$ cat src/rtl/edge_event_scheduler.sv
// Edge event scheduler: captures masked rise/fall pulses from N_CH detectors, stamps them,
// arbitrates round-robin over 2*N_CH requesters and queues {chan, rise, stamp} into a FIFO.
module edge_event_scheduler #(
   parameter int N_CH       = 4,
   parameter int TS_W       = 16,
   parameter int FIFO_DEPTH = 4
) (
   input  logic                          clk,
   input  logic                          reset,
   input  logic                          enable_i,
   input  logic [N_CH-1:0]               rising_edge_i,
   input  logic [N_CH-1:0]               falling_edge_i,
   input  logic [N_CH-1:0]               rise_mask_i,
   input  logic [N_CH-1:0]               fall_mask_i,
   input  logic                          clear_ovf_i,
   output logic                          event_valid_o,
   input  logic                          event_ready_i,
   output logic [$clog2(N_CH)-1:0]       event_chan_o,
   output logic                          event_rise_o,
   output logic [TS_W-1:0]               event_time_o,
   output logic [$clog2(FIFO_DEPTH):0]   fifo_count_o,
   output logic                          overflow_o
);
   // Handshake: a head event transfers on any cycle where event_valid_o and event_ready_i are both 1.
   localparam int NREQ = 2 * N_CH;
   localparam int CW   = $clog2(N_CH);
   localparam int PW   = $clog2(NREQ);
   localparam int AW   = $clog2(FIFO_DEPTH);
   localparam int EW   = CW + 1 + TS_W;
   localparam logic [AW:0] FULL_CNT = (AW+1)'(FIFO_DEPTH);
   localparam logic [AW:0] ONE_CNT  = (AW+1)'(1);
   localparam logic [PW:0] NREQ_W   = (PW+1)'(NREQ);

   logic [TS_W-1:0] ts_q, ts_d;
   logic [NREQ-1:0] pend_q, pend_d;
   logic [TS_W-1:0] stamp_q [NREQ];
   logic [TS_W-1:0] stamp_d [NREQ];
   logic [PW-1:0]   rr_q, rr_d;
   logic            ovf_q, ovf_d;
   logic [AW-1:0]   wr_ptr_q, wr_ptr_d, rd_ptr_q, rd_ptr_d;
   logic [AW:0]     count_q, count_d;
   logic [EW-1:0]   mem_q [FIFO_DEPTH];

   logic [NREQ-1:0] req;
   logic            gnt_found, gnt_valid, push, pop, coll;
   logic [PW-1:0]   gnt_idx;
   logic [PW:0]     arb_sum;
   logic [EW-1:0]   entry, head;

   always_comb begin
      req = '0;
      for (int c = 0; c < N_CH; c++) begin
         req[2*c]   = enable_i & rising_edge_i[c]  & rise_mask_i[c];
         req[2*c+1] = enable_i & falling_edge_i[c] & fall_mask_i[c];
      end
   end

   // Scan offsets downward so the nearest pending index at or after rr_q wins last.
   always_comb begin
      gnt_found = 1'b0;
      gnt_idx   = '0;
      arb_sum   = '0;
      for (int k = NREQ - 1; k >= 0; k--) begin
         arb_sum = {1'b0, rr_q} + (PW+1)'(k);
         if (arb_sum >= NREQ_W) arb_sum = arb_sum - NREQ_W;
         if (pend_q[arb_sum[PW-1:0]]) begin
            gnt_found = 1'b1;
            gnt_idx   = arb_sum[PW-1:0];
         end
      end
      gnt_valid = gnt_found && (count_q != FULL_CNT);
   end

   always_comb begin
      pend_d  = pend_q;
      stamp_d = stamp_q;
      coll    = 1'b0;
      rr_d    = rr_q;
      if (gnt_valid) rr_d = (gnt_idx == PW'(NREQ - 1)) ? '0 : gnt_idx + PW'(1);
      for (int i = 0; i < NREQ; i++) begin
         if (gnt_valid && gnt_idx == PW'(i)) begin
            pend_d[i] = req[i];
            if (req[i]) stamp_d[i] = ts_q;
         end else if (req[i]) begin
            if (pend_q[i]) coll = 1'b1;
            else begin
               pend_d[i]  = 1'b1;
               stamp_d[i] = ts_q;
            end
         end
      end
      ovf_d = ovf_q;
      if (clear_ovf_i) ovf_d = 1'b0;
      if (coll) ovf_d = 1'b1;
      ts_d = enable_i ? ts_q + TS_W'(1) : ts_q;
   end

   always_comb begin
      push     = gnt_valid;
      pop      = (count_q != '0) && event_ready_i;
      entry    = {gnt_idx[PW-1:1], ~gnt_idx[0], stamp_q[gnt_idx]};
      wr_ptr_d = push ? wr_ptr_q + AW'(1) : wr_ptr_q;
      rd_ptr_d = pop ? rd_ptr_q + AW'(1) : rd_ptr_q;
      case ({push, pop})
         2'b10:   count_d = count_q + ONE_CNT;
         2'b01:   count_d = count_q - ONE_CNT;
         default: count_d = count_q;
      endcase
   end

   always_ff @(posedge clk or posedge reset) begin
      if (reset) begin
         ts_q     <= '0;
         pend_q   <= '0;
         rr_q     <= '0;
         ovf_q    <= 1'b0;
         wr_ptr_q <= '0;
         rd_ptr_q <= '0;
         count_q  <= '0;
         for (int i = 0; i < NREQ; i++) stamp_q[i] <= '0;
      end else begin
         ts_q     <= ts_d;
         pend_q   <= pend_d;
         rr_q     <= rr_d;
         ovf_q    <= ovf_d;
         wr_ptr_q <= wr_ptr_d;
         rd_ptr_q <= rd_ptr_d;
         count_q  <= count_d;
         for (int i = 0; i < NREQ; i++) stamp_q[i] <= stamp_d[i];
      end
   end

   always_ff @(posedge clk) begin
      if (push) mem_q[wr_ptr_q] <= entry;
   end

   // Head fields read as zero whenever the queue is empty, including during reset.
   always_comb begin
      head          = mem_q[rd_ptr_q];
      event_valid_o = (count_q != '0);
      event_chan_o  = event_valid_o ? head[EW-1 -: CW] : '0;
      event_rise_o  = event_valid_o ? head[TS_W] : 1'b0;
      event_time_o  = event_valid_o ? head[TS_W-1:0] : '0;
      fifo_count_o  = count_q;
      overflow_o    = ovf_q;
   end
endmodule

$ cat config.mk
export PLATFORM = sky130hd
export DESIGN_NAME = edge_event_scheduler
export DESIGN_NICKNAME = d
export VERILOG_FILES = /design/src/rtl/edge_event_scheduler.sv
export SDC_FILE = /design/constraint.sdc
export NUM_CORES = 1
export LEC_CHECK = 0
export BUFFER_PORTS_ARGS = -buffer_cell sky130_fd_sc_hd__buf_2
export CAP_MARGIN = 40
export CORE_UTILIZATION = 60
export DETAILED_ROUTE_END_ITERATION = 8
export PLACE_DENSITY = 0.78
export SETUP_SLACK_MARGIN = 0.2
export SLEW_MARGIN = 20
export SYNTH_ARGS = -nofsm -noshare
export SYNTH_HDL_FRONTEND = slang
export SYNTH_SLANG_ARGS = --single-unit
$ cat constraint.sdc
create_clock -name clk -period 12.8 [get_ports clk]
set_input_delay 0.64 -clock clk [delete_from_list [all_inputs] [get_ports clk]]
set_output_delay 0.64 -clock clk [all_outputs]
set_load 0.02 [all_outputs]
==> flow_summary.toml, run 1 <==
[setup_path]
startpoint_type = "flip-flop"
required_ns = 13.18
cp.arrival_ns = 6.50
r2r_start = "rr_q[1]"
cp_max_fo = 66
end_kind = "flip-flop"
critPathLaunch = "rr_q[1]"
worstSetupPathType = "reg2reg"

[min_path]
hold_path.class = "in2async"

[clocking]
clk_pin_slew_worst_paths_ns = 0.06
cts_root_buffer = "clkbuf_16"
hold_buffers = 0
cts-htree-levels = 1
postCtsSetupRepairBufs = 0
clk_latency_ns = 0.51
cts_resized = 0
cts_buffers = 25
cts_tree = "built"
clock_tree.buffer_depth = 3
cts_sinks = 239

[timing]
skew_ns = 0.0206
rsz0062_at_grt = "no"
tightest_slew_ns = 0.888
finalCriticalPeriod_ns = 6.12
max_freq_ghz = 0.163
hold_slack_ns = 0.244
hold_viol = 0
setup_viol = 0
relSlewSlack_pct = 40.8
drv_slew = 0
fin_tns_setup_ns = 0
fin_crit_sh_pct = 47.8

[outcome]
status = "complete, no violations"

[cells_and_area]
drive_above_1_share_pct = 31.0
instances_no_fill = 1148
diodes = 0
area_growth_pct = 10.7
nets = 932
finalInstanceArea_um2 = 12800
n_fill_cell = 1332

[synthesis]
syn_avg_cell_area_um2 = 13.3
async_flop_share_pct = 68.2
post_synth_inst_count = 868
ys_seq_elements = 239
synth_compound_area_share_pct = 8.92
yosys_warnings = 0
synth_mux_area_share_pct = 19.4
yosys_most_used_dff = "dfrtp_1"
synth-simple-area-share_pct = 9.26
synth_xor_area_share_pct = 1.82
synth_top_family_by_area = "multiplexers"
seq_area_frac_synth_pct = 55.2
synth_fa_ha_area_share_pct = 1.69
ys_types = 55
synth_edf_count = 76
syn_nets = 904
syn_area_um2 = 11500

[floorplanning]
die_h_um = 141
rows = 50
core_um2 = 18800
dieArea_um2 = 19800
start_util_pct = 61.4
num_io_pins = 45
die_w_um = 141

[routing]
via_per_inst = 6.51
wl_per_cell_um = 22.3
drtIter0Drc = 576
drc = 0
dr.pass1.iters = 5
wl_mm = 25.7
vias = 7479
ant_nets = 0

[placed_design]
gp_congestion = 0.840
post-place-cells = 1095
hpwlAfterDp_mm = 16.8
dpl-instance-area_um2 = 11900
io_buffers = 44

[global_route]
use_met1_pct = 39.1
grt_max_degree = 74
grt_pass1_wl_mm = 41.2
top_usage_layer = "met2"
antenna_found_initial = 0
grt_pass1_vias = 7531
grtUsageMet2_pct = 43.8
use_met3_pct = 3.04
grt_overflow = 0
track_usage_pct = 26.9

[job]
drv_cap = 0
## final timing paths
check	end	slack, ns	cells after the start
setup / recovery	stamp_q[15]	6.68	17
hold / removal	pend_q[3]	0.24	2
setup reg to reg	stamp_q[15]	6.68	17
hold reg to reg	stamp_q[54]	0.50	1
max in group asynchronous	stamp_q[40]	11.29	4
min in group clk	pend_q[3]	0.40	2
## metal layers
| metal | up-vias | share of wire [%] | wire (um) |
|---|---|---|---|
| met3 | 36 | 6.0 | 1540 |
| met2 | 255 | 49 | 12500 |
| li1 | 3318 | - | - |
| met5 | - | 0 | 0 |
| met1 | 3870 | 44 | 11200 |
| met4 | 0 | 1.6 | 415 |
## critical path: stages, from the launching register on
cell and delay, ns:
dfrtp_1 0.69, clkinv_1 0.44, ha_1 0.74, mux4_2 0.45, mux2_2 0.30, and2_0 0.15, o31ai_1 0.24, a221o_1 0.19
buf_4 0.48, and2_1 0.34, buf_8 0.21, clkinv_4 0.28, ha_1 0.34, ha_1 0.20, a21boi_0 0.26, nor2_1 0.10
buf_4 0.23, mux2_2 0.30
## through the flow
stage,worst slack [ns],util [%]
global placement,6.33,62.7
finish,6.68,68.0
floorplan,7.76,-
global route,6.37,68.0
CTS,6.06,67.6
detailed placement,6.06,63.4
## synth_stat cells, types with 3 or more instances
cell type,count,share of area [%]
dfrtp_1,163,35
mux2_2,139,14
edfxtp_1,76,20
and3_1,52,2.8
a211oi_1,50,3.3
clkbuf_1,35,1.1
nand2_1,34,1.1
and2_1,27,1.5
mux4_2,27,5.3
buf_2,21,0.91
nor2_1,19,0.62
a21boi_0,18,1.2
o21ai_0,18,0.78
o32ai_1,16,1.2
xnor2_1,16,1.2
inv_1,15,0.49
ha_1,14,1.5
nand3_1,14,0.61
nor4_1,14,0.76
nor2b_1,8,0.43
xor2_1,8,0.61
buf_1,7,0.23
a21oi_1,6,0.26
buf_6,6,0.59
mux2i_1,6,0.52
nand2b_1,6,0.33
nand4_1,5,0.27
a221oi_1,4,0.30
a22oi_1,4,0.26
a31oi_1,3,0.16
nor4_2,3,0.33
## registers in the layout, summed over array words and instances, names as in the netlist
signal        flops
rr_q              3
mem_q            76
fifo_count_o      3
overflow_o        1
stamp_q         128
ts_q             16
wr_ptr_q          2
pend_q            8
rd_ptr_q          2
## layout by cell type, fill, tap and decap left out, types with 5 or more instances in the layout
cell type,instances
dfrtp_1,163
mux2_2,139
edfxtp_1,76
and3_1,52
a211oi_1,50
buf_2,46
nand2_1,34
mux4_2,27
and2_1,27
clkbuf_16,25
nor2_1,19
o21ai_0,18
a21boi_0,18
o32ai_1,16
xnor2_1,16
inv_1,14
nand3_1,14
nor4_1,14
ha_1,14
buf_4,10
clkbuf_1,9
nor2b_1,8
xor2_1,8
buf_8,8
mux2i_1,6
a21oi_1,6
nand2b_1,6
nand4_1,5
clkinv_1,5
clkbuf_8,5
clkbuf_2,5
## logic make-up (layout without fill, tap and decap cells)
logic type | after synthesis | after routing
mux | 172 | 172
fa+ha+maj | 15 | 15
xor+xnor | 24 | 24
flops | 239 | 239
compound gates | 138 | 138
simple gates | 189 | 189
buf+inv | 91 | 137
## cell type report
class	instances	area, um2	share of cell area (%)
Tap cell	234	293	2.30
Clock inverter	6	53.8	0.422
Inverter	20	85.1	0.667
Clock buffer	39	728	5.71
Sequential cell	239	6360	49.9
Timing Repair Buffer	72	500	3.92
Multi-Input combinational cell	538	4730	37.1
Power of run 1 is left out: the tool's default activity adds up to more than one toggle a clock period on the data nets, which glitch-free logic cannot reach.
==> run 2: changes to the inputs <==
ABC_AREA = 1   (was default)
CORE_UTILIZATION = 56   (was 60)
PLACE_DENSITY = 0.76   (was 0.78)
clock period = 5.5 ns   (was 12.8 ns; I/O delays follow)
==> run 2 against run 1 <==
Net effect: wire length up 1.7%; sequential cell count did not move; worst setup slack got worse by 6.0 ns; clock skew decreased by 0.0083 ns; register-to-register slack lost 6.0 ns; die area grew 7.2%; final cell count increased by 45%; synthesized cell count is 56% higher; critical path depth increased by 1; critical endpoint is now stamp_q[94].
==> flow_summary.toml, run 2 <==
[timing]
fin_tns_setup_ns = 0
drv_slew = 0
hold_viol = 0
relSlewSlack_pct = 41.4
fin_crit_sh_pct = 87.6
rsz0062_at_grt = "no"
skew_ns = 0.0123
setup_viol = 0
finalCriticalPeriod_ns = 4.82
tightest_slew_ns = 0.876
max_freq_ghz = 0.208

[synthesis]
synth_edf_count = 76
yosys_most_used_dff = "dfrtp_1"
ys_seq_elements = 239
post-synth-top-count-cell = "nand2_1"
ys_types = 36
synth_top_area_share_pct = 35.4
synth_top_cell_by_area = "dfrtp_1"
syn_area_um2 = 11500
seq_area_frac_synth_pct = 55.2
async_flop_share_pct = 68.2
yosys_warnings = 0
syn_avg_cell_area_um2 = 8.52
synthTopCellsByCount = "nand2_1 (479), dfrtp_1 (163), nand3_1 (111), nor2_1 (100), o21ai_1 (97)"
synth.area.top_cells = "dfrtp_1 (35%), edfxtp_1 (20%), nand2_1 (16%)"
syn_nets = 1389
post_synth_inst_count = 1353

[setup_path]
rr_endpoint = "stamp_q[94]"
startpoint_type = "flip-flop"
crit_buf_inv = 5
cp_slowest_cell = "o21bai_4"
end_kind = "flip-flop"
r2r_start = "rr_q[0]"
cp_max_fo = 38
worstSetupPathType = "reg2reg"
required_ns = 5.92
cp.arrival_ns = 5.24
critPathTopFamily = "simple AND/OR/NAND/NOR gates"
crit_top_cell = "nand2_2"
crit_chain = "inv_4 -> ha_1 -> inv_2 -> nand3_1 -> nand3_1 -> nand2_2 -> nor2_2 -> inv_2 -> o21bai_4 -> nand2_2 -> clkinv_2 -> ha_1 -> inv_1 -> nor3_1 -> nand2_1 -> nand2_1 -> nand2_2 -> o21ai_0"
reg2regPathDepth = 18
slowest_delay_ns = 0.69
r2r_slack_ns = 0.68

[global_route]
grt_max_degree = 68
grt_overflow = 0
track_usage_pct = 25.3
grt_pass1_vias = 8506
grt_pass1_wl_mm = 43.4
antenna_found_initial = 0

[cells_and_area]
top_register = "stamp_q"
diodes = 0
reg.largest.list = "stamp_q: 128 flops, mem_q: 76 flops, ts_q: 16 flops"
n_fill_cell = 1720
regArea_um2 = 6360
final_common_cell = "nand2_1"
area_growth_pct = 9.55
nets = 1408
final_cell_mix = "nand2_1 (479), dfrtp_1 (163), nand3_1 (111), nor2_1 (100), o21ai_1 (97)"
drive_above_1_share_pct = 10.7
largest_reg_flops = 128
multi_input_area_um2 = 4500

[routing]
via_per_inst = 5.48
wl_per_cell_um = 15.7
ant_nets = 0
drc = 0
vias = 9097
wl_mm = 26.1
drtIter0Drc = 724
dr.pass1.iters = 5

[clocking]
cts_root_buffer = "clkbuf_16"
cts_sinks = 239
clk_latency_ns = 0.51
postCtsSetupRepairBufs = 0
cts_buffers = 25
clk_pin_slew_worst_paths_ns = 0.06
cts_tree = "built"
cts-htree-levels = 1
clock_tree.buffer_depth = 3

[floorplanning]
die_h_um = 146
num_io_pins = 45
start_util_pct = 57.0
dieArea_um2 = 21200
core_um2 = 20200
die_w_um = 146
rows = 52

[min_path]
hold_end = "pend_q[0]"
hold_path_startpoint = "rising_edge_i[0]"
hold_depth = 3
hold_path.class = "in2reg"

[outcome]
status = "complete, no violations"

[placed_design]
hpwlAfterDp_mm = 16.0
gp_congestion = 0.930
io_buffers = 44

[job]
drv_cap = 0
run 2: area by class of cell:
cell class	instances	area share, %
clock buffer	38	5.73
clock inverter	6	0.248
inverter	68	2.11
multi-input combinational	975	35.6
sequential	239	50.3
tap	270	2.67
timing repair buffer	63	3.29
run 2: worst max path at each step:
stage,cells after the start,slack [ns],start,to
finish,18,0.68,rr_q[0],stamp_q[94]
global route,19,0.28,rr_q[0],stamp_q[89]
CTS,18,0.58,rr_q[0],stamp_q[90]
detailed placement,18,0.62,rr_q[0],stamp_q[90]
global placement,19,0.83,rr_q[0],stamp_q[91]
floorplan,1,0.82,reset,fifo_count_o[0]
run 2: worst reg2reg max path: cells and delay by family (launching register included):
family	cells	cell delay [ns]
simple gates	9	1.55
buf+inv	5	0.86
fa+ha+maj	2	0.71
flops	1	0.58
compound gates	2	1.03
run 2: logic make-up after synthesis:
family,synth area share [%]
and+or+nand+nor,26.6
DFF,55.2
adders and majority gates,1.69
buffers and inverters,5.89
xor gates and xnor gates,1.59
AOI/OAI and AO/OA,9.09
run 2: timing repair:
action                     4_1_cts  5_1_grt
setup endpoints to repair        0       16
resized for setup                0        1
hold buffers                     1        0
hold endpoints to repair        43        0
run 2: per-layer routing:
| metal | GRT usage, % | vias to the layer above | wire length, um |
|---|---|---|---|
| met5 | 0 | - | 0 |
| met4 | 4.89 | 0 | 420 |
| met3 | 3.45 | 37 | 1590 |
| met2 | 42.1 | 269 | 12400 |
| met1 | 35.9 | 4358 | 11700 |
| li1 | - | 4433 | - |
run 2: metrics by stage:
stage | std cells | hold WS (ns) | cell area, um2 | setup slack (ns) | util (%)
6_report | 1659 | 0.0219 | 12600 | 0.682 | 62.4
5_1_grt | 1659 | 0.0563 | 12600 | 0.283 | 62.4
4_1_cts | 1658 | 0.0145 | 12600 | 0.576 | 62.3
3_5_place_dp | 1613 | 0.325 | 11800 | 0.618 | 58.6
3_3_place_gp | 1610 | 0.465 | 11800 | 0.827 | 58.3
2_1_floorplan | 1353 | 0.430 | 11500 | 0.820 | -
Power of run 2 is left out for the same reason.
==> run 3: changes to the inputs <==
CORE_UTILIZATION = 25   (was 56)
PLACE_DENSITY = default   (was 0.76)
==> run 3 against run 2 <==
Net effect: largest cell class unchanged; sequential share of layout area fell by 2.4 points; critical path type unchanged; critical path depth rose by 2; core utilization shrank 33 points; via count shrank 1.0%.
==> flow_summary.toml, run 3 (synthesis gave the netlist of run 2 again) <==
[timing]
tightest_slew_ns = 0.804
skew_ns = 0.0199
max_freq_ghz = 0.212
rsz0062_at_grt = "no"
finalCriticalPeriod_ns = 4.72
setup_viol = 0
hold_viol = 0
drv_slew = 0
fin_crit_sh_pct = 85.8
fin_tns_setup_ns = 0
relSlewSlack_pct = 46.2
hold_slack_ns = 0.0191

[setup_path]
startpoint_type = "flip-flop"
reg2regPathDepth = 20
rr_endpoint = "stamp_q[74]"
r2r_start = "rr_q[1]"
required_ns = 5.89
cp_max_fo = 67
critPathLaunch = "rr_q[1]"
cp.arrival_ns = 5.11
worstSetupPathType = "reg2reg"
r2r_slack_ns = 0.78
end_kind = "flip-flop"
crit_path_end = "stamp_q[74]"

[floorplanning]
dieArea_um2 = 47000
die_w_um = 217
start_util_pct = 25.4
core_um2 = 45500
num_io_pins = 45
die_h_um = 217
rows = 78

[cells_and_area]
diodes = 0
final_cell_mix = "nand2_1 (479), dfrtp_1 (163), nand3_1 (111), nor2_1 (98), o21ai_1 (97)"
final_common_cell = "nand2_1"
drive_above_1_share_pct = 11.9
finalInstanceArea_um2 = 13300
nets = 1414
multi_input_area_um2 = 4500
area_growth_pct = 15.0
n_fill_cell = 4840
reg.largest.list = "stamp_q: 128 flops, mem_q: 76 flops, ts_q: 16 flops"
largest_reg_flops = 128
top_register = "stamp_q"
regArea_um2 = 6360

[job]
drv_cap = 0

[placed_design]
hpwlAfterDp_mm = 17.6
dpl-instance-area_um2 = 12300
gp_congestion = 0.850
io_buffers = 44

[global_route]
grt_max_degree = 68
grt_overflow = 0
antenna_found_initial = 0
grt_pass1_vias = 8917
track_usage_pct = 12.4
grt_pass1_wl_mm = 47.6

[routing]
ant_nets = 0
dr.pass1.iters = 5
wl_per_cell_um = 14.3
via_per_inst = 4.51
wl_mm = 28.6
vias = 9006
drc = 0
drtIter0Drc = 689

[clocking]
clk_latency_ns = 0.53
cts_root_buffer = "clkbuf_16"
clock_tree.buffer_depth = 3
cts-htree-levels = 1
postCtsSetupRepairBufs = 0
cts_resized = 0
clk_pin_slew_worst_paths_ns = 0.07
cts_sinks = 239
cts_buffers = 26
cts_tree = "built"

[min_path]
hold_depth = 3
hold_path.class = "in2reg"

[outcome]
status = "complete, no violations"
run 3: cell count changes in the layout (fill, tap and decap cells not counted), moves of 2 or more:
cell	change
clkbuf_1	-5
bufinv_16	+4
buf_4	+3
clkinvlp_4	+3
clkbuf_16	+2
clkbuf_8	-2
nor2_1	-2
nor2_2	+2
run 3: layout make-up:
type	instances	area share [%]
Clock inverter	15	1.44
Tap cell	600	5.66
Inverter	68	2.00
Timing Repair Buffer	68	3.50
Sequential cell	239	48.0
Multi-Input combinational cell	975	33.9
Clock buffer	33	5.49
run 3: worst min-delay path by stage:
stage,end,slack [ns],start
finish,pend_q[4],0.02,rising_edge_i[2]
global route,pend_q[6],0.03,rising_edge_i[3]
CTS,pend_q[4],0.005,rising_edge_i[2]
detailed placement,ts_q[4],0.42,reset
global placement,ts_q[2],0.42,reset
floorplan,pend_q[3],0.43,enable_i
run 3: timing repair:
item / 4_1_cts / 5_1_grt
endpoints found under the hold margin: 61 / 0
endpoints found under the setup margin: 0 / 0
hold buffers: 1 / 0
run 3: stage by stage:
| stage | util [%] | std cells | worst slack (ns) |
|---|---|---|---|
| after global routing | 29.2 | 1998 | 0.400 |
| after floorplan | - | 1353 | 0.820 |
| after global placement | 26.9 | 1943 | 1.08 |
| after detailed placement | 27.0 | 1946 | 0.858 |
| after CTS | 29.0 | 1995 | 0.823 |
| final | 29.2 | 1998 | 0.781 |
run 3: worst max-delay path, cell delays in order (launching register included):
cell and delay, ns:
dfrtp_1 0.56, inv_2 0.18, ha_1 0.42, inv_2 0.16
nand3_1 0.13, nand3_1 0.15, nand2_2 0.11, nor2_2 0.15
o21ai_1 0.08, nand2_1 0.08, nand2_2 0.45, nand2_2 0.26
buf_4 0.64, ha_1 0.33, ha_1 0.17, nand2_1 0.08
nand2_1 0.09, nand2_1 0.06, buf_4 0.26, nand2_1 0.11
o21ai_0 0.07
run 3: layer usage:
| layer | GRT usage, % | part of all wire, % |
|---|---|---|
| met5 | 0 | 0 |
| met4 | 2.84 | 1.9 |
| met3 | 1.51 | 4.2 |
| met2 | 20.5 | 46 |
| met1 | 17.2 | 48 |
Power of run 3 is left out for the same reason.
